**src/rtl/ika2151_pkg.sv**
```systemverilog
// Shared constants and types for the IKA2151 bus/timing front end.
// Holds register address map, control/status bit positions, bus widths,
// the status-byte payload struct and its packing helper.
package ika2151_pkg;

    localparam int unsigned BUSY_LEN_DEFAULT = 64;

    localparam int unsigned SLOT_W  = 5;
    localparam int unsigned PRESC_W = 4;
    localparam int unsigned TMRA_W  = 10;
    localparam int unsigned TMRB_W  = 8;

    // Register address map
    localparam logic [7:0] ADDR_KON   = 8'h08;
    localparam logic [7:0] ADDR_CLKA1 = 8'h10;
    localparam logic [7:0] ADDR_CLKA2 = 8'h11;
    localparam logic [7:0] ADDR_CLKB  = 8'h12;
    localparam logic [7:0] ADDR_CTRL  = 8'h14;
    localparam logic [7:0] ADDR_LFRQ  = 8'h18;
    localparam logic [7:0] ADDR_CTW   = 8'h1B;

    // Timer control register (0x14) bit positions
    localparam int unsigned CTRL_LOADA   = 0;
    localparam int unsigned CTRL_LOADB   = 1;
    localparam int unsigned CTRL_FLAGENA = 2;
    localparam int unsigned CTRL_FLAGENB = 3;
    localparam int unsigned CTRL_RSTA    = 4;
    localparam int unsigned CTRL_RSTB    = 5;

    // Status byte bit positions
    localparam int unsigned STAT_FLAGA = 0;
    localparam int unsigned STAT_FLAGB = 1;
    localparam int unsigned STAT_BUSY  = 7;

    typedef struct packed {
        logic       busy;
        logic [4:0] rsvd;
        logic       flag_b;
        logic       flag_a;
    } status_t;

    function automatic status_t pack_status(input logic busy, input logic flag_b,
                                            input logic flag_a);
        status_t s;
        s        = '0;
        s.busy   = busy;
        s.flag_b = flag_b;
        s.flag_a = flag_a;
        return s;
    endfunction

endpackage

```
**src/rtl/ika2151_timer.sv**
```systemverilog
// Reloadable up-counter used for timers A and B.
// Ports:
//   clk_i      system clock
//   rst_i      synchronous active-high reset
//   tick_i     count enable (one pulse per timer tick)
//   load_en_i  0: counter held at reload_i; 1: counter runs
//   reload_i   reload value
//   ovf_o      one-clock pulse, registered, when the counter passes all-ones
module ika2151_timer
    import ika2151_pkg::*;
#(
    parameter int unsigned W = 8
) (
    input  logic         clk_i,
    input  logic         rst_i,
    input  logic         tick_i,
    input  logic         load_en_i,
    input  logic [W-1:0] reload_i,
    output logic         ovf_o
);

    logic [W-1:0] cnt_q, cnt_d;
    logic         ovf_q, ovf_d;

    // Next count: hold at reload while disabled, wrap to reload on overflow
    always_comb begin
        cnt_d = cnt_q;
        ovf_d = 1'b0;
        if (!load_en_i) begin
            cnt_d = reload_i;
        end else if (tick_i) begin
            if (&cnt_q) begin
                cnt_d = reload_i;
                ovf_d = 1'b1;
            end else begin
                cnt_d = cnt_q + W'(1);
            end
        end
    end

    always_ff @(posedge clk_i) begin
        if (rst_i) begin
            cnt_q <= '0;
            ovf_q <= 1'b0;
        end else begin
            cnt_q <= cnt_d;
            ovf_q <= ovf_d;
        end
    end

    assign ovf_o = ovf_q;

endmodule

```
**src/rtl/ika2151.sv**
```systemverilog
// IKA2151 bus, register-file and timing front end (top: ika2151_core).
// Ports:
//   i_EMUCLK        system clock, all logic on rising edge
//   i_IC            synchronous active-high reset
//   i_phiM_PCEN_n   phiM clock enable, active-low
//   o_phi1          phiM/2
//   i_CS_n/i_RD_n/i_WR_n/i_A0/i_D   CPU bus (A0=0 address, A0=1 data)
//   o_D             status {busy, 5'b0, flagB, flagA}
//   o_CTRL_OE_n     data bus output enable (combinational)
//   o_SH1/o_SH2     DAC sample/hold strobes
// Optional: define IKA2151_DEBUG_EN to add i_DBG_ADDR/o_DBG_DATA, a
// combinational read port into the register file.
module ika2151_core
    import ika2151_pkg::*;
#(
    parameter int unsigned BUSY_LEN = BUSY_LEN_DEFAULT
) (
    input  logic       i_EMUCLK,
    input  logic       i_IC,
    input  logic       i_phiM_PCEN_n,
    output logic       o_phi1,
    input  logic       i_CS_n,
    input  logic       i_RD_n,
    input  logic       i_WR_n,
    input  logic       i_A0,
    input  logic [7:0] i_D,
    output logic [7:0] o_D,
    output logic       o_CTRL_OE_n,
    output logic       o_SH1,
    output logic       o_SH2
`ifdef IKA2151_DEBUG_EN
    ,
    input  logic [7:0] i_DBG_ADDR,
    output logic [7:0] o_DBG_DATA
`endif
);

    localparam int unsigned BUSY_W = $clog2(BUSY_LEN + 1);

    logic                phi1_q, phi1_d;
    logic [SLOT_W-1:0]   slot_q, slot_d;
    logic                sh1_q, sh1_d, sh2_q, sh2_d;
    logic [PRESC_W-1:0]  presc_q, presc_d;
    logic [BUSY_W-1:0]   busy_cnt_q, busy_cnt_d;
    logic                flag_a_q, flag_a_d, flag_b_q, flag_b_d;
    status_t             stat_q, stat_d;
    logic [7:0]          addr_q, addr_d;
    logic                wr_prev_q;
    logic [7:0]          regs_q [256];

    logic                phi_en, slot_inc, sample_tick, tick_b;
    logic                wr_act, wr_evt, addr_wr, data_wr, ctrl_wr;
    logic                ovf_a, ovf_b;
    logic [TMRA_W-1:0]   na;
    logic [TMRB_W-1:0]   nb;

    // Timing strobes: slot advances on phi1 rising, wrap = one sample
    assign phi_en      = !i_phiM_PCEN_n;
    assign slot_inc    = phi_en && !phi1_q;
    assign sample_tick = slot_inc && (&slot_q);
    assign tick_b      = sample_tick && (&presc_q);

    // Write edge detect: one event per CS&WR assertion
    assign wr_act  = !i_CS_n && !i_WR_n;
    assign wr_evt  = wr_act && !wr_prev_q;
    assign addr_wr = wr_evt && !i_A0;
    assign data_wr = wr_evt && i_A0 && (busy_cnt_q == '0);
    assign ctrl_wr = data_wr && (addr_q == ADDR_CTRL);

    assign na = {regs_q[ADDR_CLKA1], regs_q[ADDR_CLKA2][1:0]};
    assign nb = regs_q[ADDR_CLKB];

    // Next-state for sequencer, busy, flags and status
    always_comb begin
        phi1_d     = phi1_q;
        slot_d     = slot_q;
        presc_d    = presc_q;
        busy_cnt_d = busy_cnt_q;
        flag_a_d   = flag_a_q;
        flag_b_d   = flag_b_q;
        addr_d     = addr_q;

        if (phi_en) begin
            phi1_d = !phi1_q;
        end
        if (slot_inc) begin
            slot_d = slot_q + SLOT_W'(1);
        end
        if (sample_tick) begin
            presc_d = presc_q + PRESC_W'(1);
        end

        if (addr_wr) begin
            addr_d = i_D;
        end

        if (data_wr) begin
            busy_cnt_d = BUSY_W'(BUSY_LEN);
        end else if (phi_en && (busy_cnt_q != '0)) begin
            busy_cnt_d = busy_cnt_q - BUSY_W'(1);
        end

        // Set first, then clear, so a reset write wins a coincident overflow
        if (ovf_a && regs_q[ADDR_CTRL][CTRL_FLAGENA]) begin
            flag_a_d = 1'b1;
        end
        if (ovf_b && regs_q[ADDR_CTRL][CTRL_FLAGENB]) begin
            flag_b_d = 1'b1;
        end
        if (ctrl_wr && i_D[CTRL_RSTA]) begin
            flag_a_d = 1'b0;
        end
        if (ctrl_wr && i_D[CTRL_RSTB]) begin
            flag_b_d = 1'b0;
        end

        // Strobes derived from the next slot so they line up with slot_q
        sh1_d  = (slot_d[4:3] == 2'b01);
        sh2_d  = (slot_d[4:3] == 2'b11);
        stat_d = pack_status(busy_cnt_d != '0, flag_b_d, flag_a_d);
    end

    always_ff @(posedge i_EMUCLK) begin
        if (i_IC) begin
            phi1_q     <= 1'b0;
            slot_q     <= '0;
            sh1_q      <= 1'b0;
            sh2_q      <= 1'b0;
            presc_q    <= '0;
            busy_cnt_q <= '0;
            flag_a_q   <= 1'b0;
            flag_b_q   <= 1'b0;
            stat_q     <= '0;
            addr_q     <= '0;
        end else begin
            phi1_q     <= phi1_d;
            slot_q     <= slot_d;
            sh1_q      <= sh1_d;
            sh2_q      <= sh2_d;
            presc_q    <= presc_d;
            busy_cnt_q <= busy_cnt_d;
            flag_a_q   <= flag_a_d;
            flag_b_q   <= flag_b_d;
            stat_q     <= stat_d;
            addr_q     <= addr_d;
        end
        // Tracks the strobe even in reset so a strobe held across reset
        // does not produce a write afterwards
        wr_prev_q <= wr_act;
    end

    // Register file
    always_ff @(posedge i_EMUCLK) begin
        if (i_IC) begin
            for (int i = 0; i < 256; i++) begin
                regs_q[i] <= '0;
            end
        end else if (data_wr) begin
            regs_q[addr_q] <= i_D;
        end
    end

    ika2151_timer #(.W(TMRA_W)) u_timer_a (
        .clk_i     (i_EMUCLK),
        .rst_i     (i_IC),
        .tick_i    (sample_tick),
        .load_en_i (regs_q[ADDR_CTRL][CTRL_LOADA]),
        .reload_i  (na),
        .ovf_o     (ovf_a)
    );

    ika2151_timer #(.W(TMRB_W)) u_timer_b (
        .clk_i     (i_EMUCLK),
        .rst_i     (i_IC),
        .tick_i    (tick_b),
        .load_en_i (regs_q[ADDR_CTRL][CTRL_LOADB]),
        .reload_i  (nb),
        .ovf_o     (ovf_b)
    );

    assign o_phi1      = phi1_q;
    assign o_SH1       = sh1_q;
    assign o_SH2       = sh2_q;
    assign o_D         = stat_q;
    assign o_CTRL_OE_n = !(!i_CS_n && !i_RD_n);

`ifdef IKA2151_DEBUG_EN
    assign o_DBG_DATA = regs_q[i_DBG_ADDR];
`endif

endmodule

```
**config.mk**
```make
export PLATFORM = sky130hd
export DESIGN_NAME = ika2151_core
export DESIGN_NICKNAME = d
export VERILOG_FILES = /design/src/rtl/ika2151_pkg.sv /design/src/rtl/ika2151_timer.sv /design/src/rtl/ika2151.sv
export SDC_FILE = /design/constraint.sdc
export NUM_CORES = 1
export LEC_CHECK = 0
export ABC_AREA = 1
export CAP_MARGIN = 20
export CELL_PAD_IN_SITES_DETAIL_PLACEMENT = 0
export CELL_PAD_IN_SITES_GLOBAL_PLACEMENT = 1
export CORE_MARGIN = 5
export CORE_UTILIZATION = 35
export CTS_CLUSTER_DIAMETER = 60
export DETAILED_ROUTE_END_ITERATION = 10
export GPL_TIMING_DRIVEN = 1
export PLACE_DENSITY = 0.76
export SYNTH_ARGS = -nofsm -noshare
export SYNTH_HDL_FRONTEND = slang
export SYNTH_SLANG_ARGS = --single-unit
export TNS_END_PERCENT = 20
```
**constraint.sdc**
```tcl
create_clock -name i_EMUCLK -period 2.1 [get_ports i_EMUCLK]
set_input_delay 0.21 -clock i_EMUCLK [delete_from_list [all_inputs] [get_ports i_EMUCLK]]
set_output_delay 0.21 -clock i_EMUCLK [all_outputs]
set_load 0.02 [all_outputs]
```
**Yosys cells after proc, flatten, opt, wreduce, memory -nomap -nowiden**

Memory sizes are Yosys's and may differ from the RTL's.
Cells that the tools add are included.

- $add $sub $neg: 5
- Eq/ne operators: 5
- Mux-type cells: 23
- Bitwise logic cells: 4
- Reduce and logical (&&, ||, !) cells: 33

Operators with widths:

| kind | count |
|---|---|
| $mux 8 | 5 |
| $mux 10 | 3 |
| $logic_and 1x1->1 | 15 |
| $mux 7 | 2 |
| $reduce_bool 7->1 | 2 |
| $mux 1 | 12 |
| $add 10x1->10 const B | 1 |
| $reduce_and 10->1 | 1 |
| $add 8x1->8 const B | 1 |
| $eq 8x5->1 const B | 1 |
| $logic_not 1->1 | 8 |
| $reduce_and 8->1 | 1 |
| $reduce_or 8->1 | 1 |
| $logic_not 7->1 | 1 |
| $sub 7x1->7 const B | 1 |
| $reduce_or 3->1 | 2 |
| $add 5x1->5 const B | 1 |
| $mux 5 | 1 |
| $reduce_and 5->1 | 1 |
| $add 4x1->4 const B | 1 |
| $ne 2x2->1 const B | 2 |
| $not 1->1 | 4 |
| $reduce_and 4->1 | 1 |
| $eq 2x1->1 const B | 1 |
| $eq 2x2->1 const B | 1 |

- Flip-flop bits (word level): 56
- Bits in writable memories: 2048
- Bits of input ports: 15
- Output and inout bits: 12
- Memories: 1

Memory list:

| name | depth | width | read ports | clocked after memory_dff | write ports | line | source |
|---|---|---|---|---|---|---|---|
| regs_q | 256 | 8 | 4 | 0 | 256 | ika2151.sv:49 | `logic [7:0] regs_q [256];` |

**Longest topological paths before layout**

Gate-level depths: netlist of the first run.

- Word-level depth: 10
- Gate-level depth with buffers: 11
- Mapped depth without buffers: 11

**Modules after synthesis**

From an unflattened synthesis of the first run, not the netlist that was laid out.

- Cells, all modules: 508
- Area total of the unflattened synthesis: 3791.1 µm²

By module, submodules not included:

| module | instances | cells an instance | area each (µm²) | sequential area each (µm²) |
|---|---|---|---|---|
| ika2151_core | 1 | 273 | 2359.8 | 1281.2 |
| ika2151_timer (u_timer_a) | 1 | 124 | 768.2 | 220.2 |
| ika2151_timer (u_timer_b) | 1 | 111 | 663.1 | 180.2 |

**Least setup slack after synthesis of the first run**

OpenSTA, ideal clock, no wires.

- Kind: reg2reg
- Start point: reg busy_cnt_q[0]
- End point: mem regs_q[16][0] (enable)
- Setup time: 0.329 ns
- Arrival time: 1.405 ns
- Data required time: 1.771 ns
- Slack: 0.366 ns
- Stages on the path, launching flop included: 9
- Cell sequence: dfxtp_1 inv_1 ha_1 nand2_1 nor2_4 nand4_2 nor3_2 nand2_2 nand2_1

RTL lines:

| what | line | source |
|---|---|---|
| start: declaration | ika2151.sv:44 | `logic [BUSY_W-1:0] busy_cnt_q, busy_cnt_d;` |
| start signal: assignment | ika2151.sv:141 | `busy_cnt_q <= busy_cnt_d;` |
| end: declaration | ika2151.sv:49 |  |

==> results of run 1 <==
through the flow:
stage	hold WS (ns)	setup slack, ns
3_5_place_dp	0.452	0.141
5_1_grt	0.472	0.0234
6_report	0.460	0.239
3_3_place_gp	0.441	0.177
2_1_floorplan	0.277	0.366
4_1_cts	0.461	0.169
cell usage in the layout (no fill, tap or decap), drive strengths merged, types with 2 or more instances in the layout:
cell type / synthesis / routed
nand3b: 3 / 3
o21ai: 35 / 35
buf: 12 / 4
xnor2: 3 / 3
nand4: 7 / 7
xor2: 8 / 8
edfxtp: 22 / 22
ha: 7 / 7
conb: 1 / 5
nor4: 3 / 3
a21oi: 31 / 31
clkinv: 0 / 2
nand3: 30 / 30
clkbuf: 5 / 10
or2: 5 / 5
o211ai: 3 / 3
bufinv: 0 / 3
nor2: 62 / 62
clkdlybuf4s50: 0 / 21
dfxtp: 51 / 51
nor3: 11 / 11
nand2: 82 / 82
inv: 59 / 59
cell usage after synthesis, types with 2 or more instances:
cell      instances
nor4_1            3
xor2_1            8
nand2_2           4
dfxtp_1          51
ha_1              7
nor2_4            4
buf_1             2
nand3_1          27
edfxtp_1         22
o211ai_1          2
or2_2             5
nand3_2           3
xnor2_1           3
nand2_1          74
o21ai_0          29
inv_1            57
buf_4             7
inv_2             2
o21ai_1           5
nand2_4           4
clkbuf_1          4
nor3_4            2
nor2_2            3
nor2_1           55
nor3_1            8
nand4_1           6
a21oi_1          30
cell type report:
cell class | instances | share of cell area, %
Sequential cell | 73 | 40.4
Multi-Input combinational cell | 299 | 38.8
Timing Repair Buffer | 25 | 5.77
Inverter | 59 | 5.32
Tap cell | 136 | 4.09
Clock buffer | 10 | 3.07
Clock inverter | 6 | 2.56
critical path: cells and delay by family, from the launching register on:
| family | cells | cell delay, ns |
|---|---|---|
| buffers and inverters | 1 | 0.18 |
| DFF | 1 | 0.32 |
| and+or+nand+nor | 5 | 0.84 |
| adders and majority gates | 1 | 0.20 |
worst max path at each step:
| stage | slack, ns | cells past startpoint | to | from |
|---|---|---|---|---|
| 2_1_floorplan | 0.37 | 8 | regs_q[16][0] | busy_cnt_q[0] |
| 3_3_place_gp | 0.18 | 7 | u_timer_a.cnt_q[0] | i_phiM_PCEN_n |
| 3_5_place_dp | 0.14 | 5 | regs_q[18][7] | i_CS_n |
| 4_1_cts | 0.17 | 9 | u_timer_a.cnt_q[0] | slot_q[0] |
| 5_1_grt | 0.02 | 8 | regs_q[16][6] | busy_cnt_q[0] |
| 6_report | 0.24 | 7 | regs_q[18][6] | busy_cnt_q[0] |
layer usage:
| layer | global-route usage, % | up-vias | part of all wire, % |
|---|---|---|---|
| li1 | - | 1487 | - |
| met1 | 16.2 | 1252 | 50 |
| met2 | 18.6 | 34 | 46 |
| met3 | 3.26 | 12 | 2.7 |
| met4 | 3.73 | 0 | 1.1 |
| met5 | 0 | - | 0 |
repair_timing:
item                                    4_1_cts  5_1_grt
endpoints found under the setup margin        0        6
resized for setup                             0        2
buffers inserted                              0        0
state kept, by name (all words and copies together), names as in the netlist:
signal	flops
presc_q	4
o_D	3
u_timer_a.cnt_q	10
u_timer_b.ovf_o	1
o_phi1	1
addr_q	8
o_SH1	1
wr_prev_q	1
o_SH2	1
busy_cnt_q	7
u_timer_a.ovf_o	1
slot_q	5
regs_q	22
u_timer_b.cnt_q	8
cells by family after synthesis:
kind of cell	share of synthesized area, %
other cells	0.104
xor+xnor	2.68
simple gates	28.3
compound gates	10.6
buf+inv	9.24
flops	46.7
fa+ha+maj	2.43
power groups by stage:
stage | logic (uW) | clock network, uW | registers, uW
4_1_cts | 1020 | 1330 | 1680
2_1_floorplan | 808 | 0 | 1700
5_1_grt | 1180 | 1410 | 1700
6_report | 1010 | 1290 | 1680
3_3_place_gp | 1000 | 0 | 1710
3_5_place_dp | 1020 | 0 | 1710
==> results_dict.tcl, run 1 <==
set metrics [dict create \
    status "completed" \
    drive_gt1_share_pct 11.4 \
    min_path_type "flop to flop" \
    worstRegToRegCells 7 \
    fp.dieW_um 111 \
    cts_made_buffers 9 \
    tightest_slew_ns 0.494 \
    fillers 1078 \
    r2r_slack_ns 0.24 \
    finalHoldViolations 0 \
    areaGrowthSynthToFinish_pct 15.5 \
    cts_tree "built" \
    nNetsFinal 489 \
    finalPower_uw 3990 \
    rsz0062_at_grt "false" \
    diodes 0 \
    vdd_drop_max_v 0.000528 \
    arrival_ns 1.87 \
    postRouteAntennaNets 0 \
    cpPeakStageDelay_ns 0.32 \
    core_um2 10200 \
    slowest_stage "dfxtp_1" \
    cts.clk_slew.worst_paths_ns 0.08 \
    min_period_ns 1.86 \
    netlist_area_um2 3600 \
    max_freq_ghz 0.537 \
    final_area_um2 4160 \
    min_period_over_period_pct 88.6 \
    synth_async_sr_flop_share_pct 0 \
    gr-total-overflow 0 \
    hold_buffers 0 \
    clockRootBuffer "clkbuf_8" \
    boundaryPins 27 \
    clock_skew_ns 0.0119 \
    worstHoldStart "addr_q[5]" \
    drc_errors 0 \
    critical_path_class "flop to flop" \
    antenna_found_initial 0 \
    crit_path_cell_trace "inv_1 -> ha_1 -> nand2_1 -> nor2_4 -> nand4_2 -> nand3b_4 -> nand2_1" \
    port_buffers 21 \
    grt_pass1_vias 2695 \
    synth_cell_type_count 44 \
    dieArea_um2 12400 \
    sw_frac_of_total_pct 31.2 \
    grt_max_degree 33 \
    yosysWarningCount 0 \
    postPlaceCellArea_um2 3920 \
    vias 2785 \
    viasPerCell 4.58 \
    dr.pass1.iters 4 \
    clock_path_buffers 2 \
    final_util_pct 40.8 \
    stdcell_count 608 \
    reg2reg_from "busy_cnt_q[0]" \
    ys.flop_type "dfxtp_1" \
    reg2reg_to "regs_q[18][6]" \
    end_kind "flop" \
    cts_max_level 3 \
    pwr-share-clk_pct 32.4 \
    worstSkewPairLatency_ns 0.33 \
    initial_core_util_pct 35.4 \
    synth_edf_count 22 \
    synthTopCellsByArea "dfxtp_1 (28%), edfxtp_1 (18%), nand2_1 (7.7%), inv_1 (5.9%), nor2_1 (5.7%)" \
    place.gp.congestion 0.755 \
    yosys.area.top_type "dfxtp_1" \
    ys_seq_area_share_pct 46.7 \
    ff_latch_area_um2 1680 \
    drtIter0Drc 95 \
    row_count 37 \
    intPower_uw 2740 \
    setup_viol 0 \
    power_frac_comb_pct 25.4 \
    powerDensity_nw_per_um2 959 \
    dp.final_hpwl_mm 5.12 \
    relSlewSlack_pct 66.8 \
    switchingPower_uw 1250 \
    drv_cap 0 \
    crit_path_max_fanout 9 \
    die_h_um 111 \
    syn_avg_cell_area_um2 8.11 \
    setup-tns-final_ns 0 \
    crit_top_cell "nand2_1" \
    critPathLaunchType "flop" \
    grt_pass1_wl_mm 12.2 \
    dpl.cell_count 592 \
    synth_cells 444 \
    wl_per_cell_um 11.6 \
    whs_path_depth 2 \
    grt_usage_pct 11.9 \
    drt_wl_total_mm 7.06 \
    hold_end "addr_q[5]" \
    crit_required_ns 2.11 \
    cts.sinks 73 \
    pwr-share-seq_pct 42.2 \
    synth_top_area_share_pct 28.4 \
    multiInputGateArea_um2 1610 \
    ys_ff_latch 73 \
    leakage_uw 0.00181 \
    maxSlewViolCount 0 \
]
(Power assumes the default switching activity.)
==> run 2: changes to the inputs <==
CTS_CLUSTER_DIAMETER = not set   (was 60)
RECOVER_POWER = 50   (was not set)
==> run 2 against run 1 <==
- worst setup slack worse by 0.064 ns
- worst hold slack got worse by 0.041 ns
- register-to-register slack about the same
- final cell count stayed put
- sequential power about the same
- sequential cell count did not move
- power fell by 0.37%
- critical path type is now input pin to primary output
- clock skew fell by 0.0013 ns
==> results_dict.tcl, run 2 (synthesized netlist as in run 1, its figures left out) <==
set metrics [dict create \
    status "completed" \
    drive_gt1_share_pct 10.4 \
    port_buffers 21 \
    worstRegToRegCells 7 \
    relSlewSlack_pct 25.6 \
    initial_core_util_pct 35.4 \
    drc_errors 0 \
    end_kind "primary output" \
    dpl.cell_count 592 \
    wl_met2_mm 3.25 \
    place_ws_ns 0.141 \
    dr.pass1.iters 4 \
    top_register "regs_q" \
    wl_per_cell_um 11.6 \
    cts_max_level 3 \
    finalHoldViolations 0 \
    gr-total-overflow 0 \
    die_h_um 111 \
    dp.final_hpwl_mm 5.12 \
    tightest_slew_ns 1.12 \
    rsz0062_at_grt "false" \
    setup_viol 0 \
    grt_max_degree 33 \
    final_area_um2 4140 \
    vdd_drop_max_v 0.000525 \
    vias 2787 \
    r2r_slack_ns 0.23 \
    diodes 0 \
    hold_end "wr_prev_q" \
    critical_path_class "input pin to primary output" \
    top_regs "regs_q x22, u_timer_a.cnt_q x10" \
    critPathLaunchType "input pin" \
    dieArea_um2 12400 \
    areaGrowthSynthToFinish_pct 14.9 \
    routed.top_layer "met4" \
    core_um2 10200 \
    cts_tree "built" \
    maxSlewViolCount 0 \
    boundaryPins 27 \
    worstHoldStart "i_WR_n" \
    grt_pass1_wl_mm 12.2 \
    drtIter0Drc 102 \
    largest_reg_flops 22 \
    reg2reg_from "busy_cnt_q[0]" \
    clockRootBuffer "clkbuf_8" \
    max_freq_ghz 0.520 \
    setup-tns-final_ns 0 \
    clock_path_buffers 2 \
    viasPerCell 4.58 \
    stdcell_count 608 \
    leakage_uw 0.00181 \
    final_util_pct 40.6 \
    arrival_ns 1.71 \
    powerDensity_nw_per_um2 961 \
    grt_usage_pct 11.9 \
    post_cts_buffers 0 \
    grt_pass1_vias 2695 \
    drv_cap 0 \
    cts.sinks 73 \
    min_period_over_period_pct 91.7 \
    layout_commonest_cell "nand2_1" \
    postPlaceCellArea_um2 3920 \
    nNetsFinal 489 \
    cts.clk_slew.worst_paths_ns 0.07 \
    min_path_type "input pin to flop" \
    clock_skew_ns 0.0106 \
    fp.dieW_um 111 \
    reg2reg_to "regs_q[18][6]" \
    postRouteAntennaNets 0 \
    antenna_found_initial 0 \
    fillers 1078 \
    finalWorstSetupSlack_ns 0.175 \
    crit_required_ns 1.89 \
    dr_wl_met3_um 238 \
    place.gp.congestion 0.755 \
    whs_path_depth 2 \
    cts_made_buffers 9 \
    min_period_ns 1.92 \
    row_count 37 \
    worstSkewPairLatency_ns 0.33 \
    crit_path_max_fanout 3 \
    drt_wl_total_mm 7.06 \
    final_cell_mix "nand2_1 (74), inv_1 (57), nor2_1 (56)" \
    wl_met1_mm 3.50 \
]
run 2: metrics by stage:
stage,total power (uW),hold WS [ns]
CTS,4040,0.461
global placement,2720,0.441
detailed placement,2730,0.452
floorplan,2510,0.277
global route,4280,0.408
finish,3970,0.419
run 2: timing repair:
item / CTS / global route
hold buffers: 0 / 0
gates resized for setup: 0 / 2
setup endpoints to repair: 0 / 6
run 2: routing by layer:
layer | up-vias | global-route usage [%]
met2 | 40 | 18.6
met5 | - | 0
li1 | 1488 | -
met3 | 11 | 3.26
met4 | 0 | 3.73
met1 | 1248 | 16.2
run 2: cell type report:
class	count	area (um^2)	area share, %
Clock inverter	6	106	2.57
Inverter	59	221	5.35
Multi-Input combinational cell	299	1600	38.6
Timing Repair Buffer	25	233	5.63
Clock buffer	10	128	3.09
Tap cell	136	170	4.11
Sequential cell	73	1680	40.7
run 2: where the power goes:
| part | total [uW] | leakage [uW] | internal (uW) | switching [uW] |
|---|---|---|---|---|
| sequential | 1680 | 0.000646 | 1570 | 111 |
| clock | 1290 | 0.000114 | 784 | 509 |
| combinational | 1000 | 0.00105 | 380 | 620 |
| total | 3970 | 0.00181 | 2730 | 1240 |
run 2: worst max-delay path, stage by stage:
cell           delay (ns)
dlygate4sd3_1        0.56
or2_2                0.29
dlygate4sd3_1        0.65
run 2: how the worst max path moves through the flow:
stage | depth (start not counted) | startpoint | endpoint
floorplan | 8 | busy_cnt_q[0] | regs_q[16][0]
global placement | 7 | i_phiM_PCEN_n | u_timer_a.cnt_q[0]
detailed placement | 5 | i_CS_n | regs_q[18][7]
CTS | 9 | slot_q[0] | u_timer_a.cnt_q[0]
global route | 8 | busy_cnt_q[0] | regs_q[16][6]
finish | 3 | i_CS_n | o_CTRL_OE_n
==> run 3: changes to the inputs <==
GPL_TIMING_DRIVEN = 0   (was 1)
==> run 3 against run 2 <==
- global-route usage up 1.2 points
- non-clock buffer count grew 13
- clock-buffer cell count down 1
- critical path depth is the same
- design area increased by 0.76%
- first-iteration DRC count is 47% higher
- routed wire length rose by 11%
- worst hold slack improved by 0.044 ns
- critical endpoint unchanged
==> results_dict.tcl, run 3 (synthesized netlist as in run 1, its figures left out) <==
set metrics [dict create \
    largest_reg_flops 22 \
    drive_gt1_share_pct 11.8 \
    arrival_ns 1.76 \
    critical_path_class "input pin to primary output" \
    top_register "regs_q" \
    setup_viol 0 \
    dp.final_hpwl_mm 5.78 \
    post_cts_buffers 0 \
    antenna_found_initial 0 \
    finalHoldViolations 0 \
    grt_max_degree 17 \
    grt_pass1_wl_mm 13.4 \
    gr-usage-met2_pct 22.5 \
    final_util_pct 40.9 \
    vias 2881 \
    setup-tns-final_ns 0 \
    min_path_type "flop to flop" \
    leakage_uw 0.00185 \
    grtUsageMet1_pct 16.9 \
    final_cell_mix "nand2_1 (74), inv_1 (58), nor2_1 (57)" \
    min_period_ns 1.97 \
    drtIter0Drc 150 \
    nNetsFinal 502 \
    end_kind "primary output" \
    crit_required_ns 1.89 \
    drv_cap 0 \
    path_buf_inv 2 \
    place.gp.congestion 0.769 \
    cts_resized 0 \
    relSlewSlack_pct 55.8 \
    hold_ws_ns 0.463 \
    rsz0062_at_grt "true" \
    worstSkewPairLatency_ns 0.35 \
    row_count 37 \
    crit_path_max_fanout 3 \
    clock_path_buffers 2 \
    dieArea_um2 12400 \
    hold_buffers 0 \
    boundaryPins 27 \
    areaGrowthSynthToFinish_pct 15.7 \
    gr-total-overflow 0 \
    clock_skew_ns 0.0161 \
    cpPeakStageDelay_ns 0.65 \
    slowest_stage "dlygate4sd3_1" \
    viasPerCell 4.64 \
    die_h_um 111 \
    cpLargestDelayFamily "buffers and inverters" \
    wl_per_cell_um 12.6 \
    dr.pass1.iters 4 \
    cts.clk_slew.worst_paths_ns 0.10 \
    crit_path_cell_trace "dlygate4sd3_1 -> or2_2 -> dlygate4sd3_1" \
    layout_commonest_cell "nand2_1" \
    grt_pass1_vias 2877 \
    vdd_drop_max_v 0.000514 \
    cts_max_level 3 \
    port_buffers 21 \
    cts_tree "built" \
    cts_made_buffers 9 \
    postRouteAntennaNets 0 \
    top_regs "regs_q x22, u_timer_a.cnt_q x10" \
    diodes 0 \
    grt_util_met3_pct 1.90 \
    max_freq_ghz 0.509 \
    finalPower_uw 3740 \
    finalWorstSetupSlack_ns 0.134 \
    crit_top_cell "dlygate4sd3_1" \
    powerDensity_nw_per_um2 898 \
    initial_core_util_pct 35.4 \
    fp.dieW_um 111 \
    cts.sinks 73 \
    grt_usage_pct 13.1 \
    maxSlewViolCount 0 \
    grt-busiest-layer "met2" \
    place_ws_ns -0.109 \
    tightest_slew_ns 0.664 \
    drt_wl_total_mm 7.82 \
    drc_errors 0 \
    status "completed" \
    clockRootBuffer "clkbuf_8" \
    critPathLaunchType "input pin" \
    core_um2 10200 \
    min_period_over_period_pct 93.6 \
]
[run 3: cell count changes in the layout (fill, tap and decap cells not counted), sizes merged]
cell           change
buf                +9
clkbuf             +3
clkdlybuf4s50      +1
inv                +6
bufinv             -3
dlygate4sd3        -1
clkinv             -2
[run 3: layout make-up]
type	count	area, um^2
Tap cell	136	170
Fill cell	1059	6020
Sequential cell	73	1680
Inverter	59	221
Timing Repair Buffer	21	210
Multi-Input combinational cell	299	1580
Clock inverter	7	67.6
Buffer	17	111
Clock buffer	9	124
[run 3: worst paths after layout]
kind | from | endpoint | slack, ns | depth (start not counted)
worst max register to register | busy_cnt_q[0] | regs_q[20][0] | 0.16 | 8
worst min register to register | addr_q[7] | addr_q[7] | 0.46 | 2
worst max-delay path | i_CS_n | o_CTRL_OE_n | 0.13 | 3
worst min-delay path | addr_q[7] | addr_q[7] | 0.46 | 2
[run 3: through the flow]
stage / cell area [um^2] / std cells
2_1_floorplan: 3620 / 448
3_3_place_gp: 4000 / 605
3_5_place_dp: 4000 / 605
4_1_cts: 4190 / 621
5_1_grt: 4170 / 621
6_report: 4170 / 621
[run 3: power by group]
part           switching, uW  leakage, uW  internal [uW]  total, uW
Clock                    623    0.0000966            467       1090
Sequential               109     0.000646           1570       1680
Combinational            603      0.00111            370        974
[run 3: metal layers]
metal / vias to the layer above / wire [um]
met2: 46 / 3750
li1: 1511 / -
met4: 0 / 99
met3: 10 / 206
met5: - / 0
met1: 1314 / 3760
[run 3: worst register-to-register path: cells and delay by family, from the launching register on]
kind                     cells  cell delay, ns
AND/OR/NAND/NOR              6            0.95
flip-flops                   1            0.32
adder cells (fa/ha/maj)      1            0.20
buffers and inverters        1            0.17
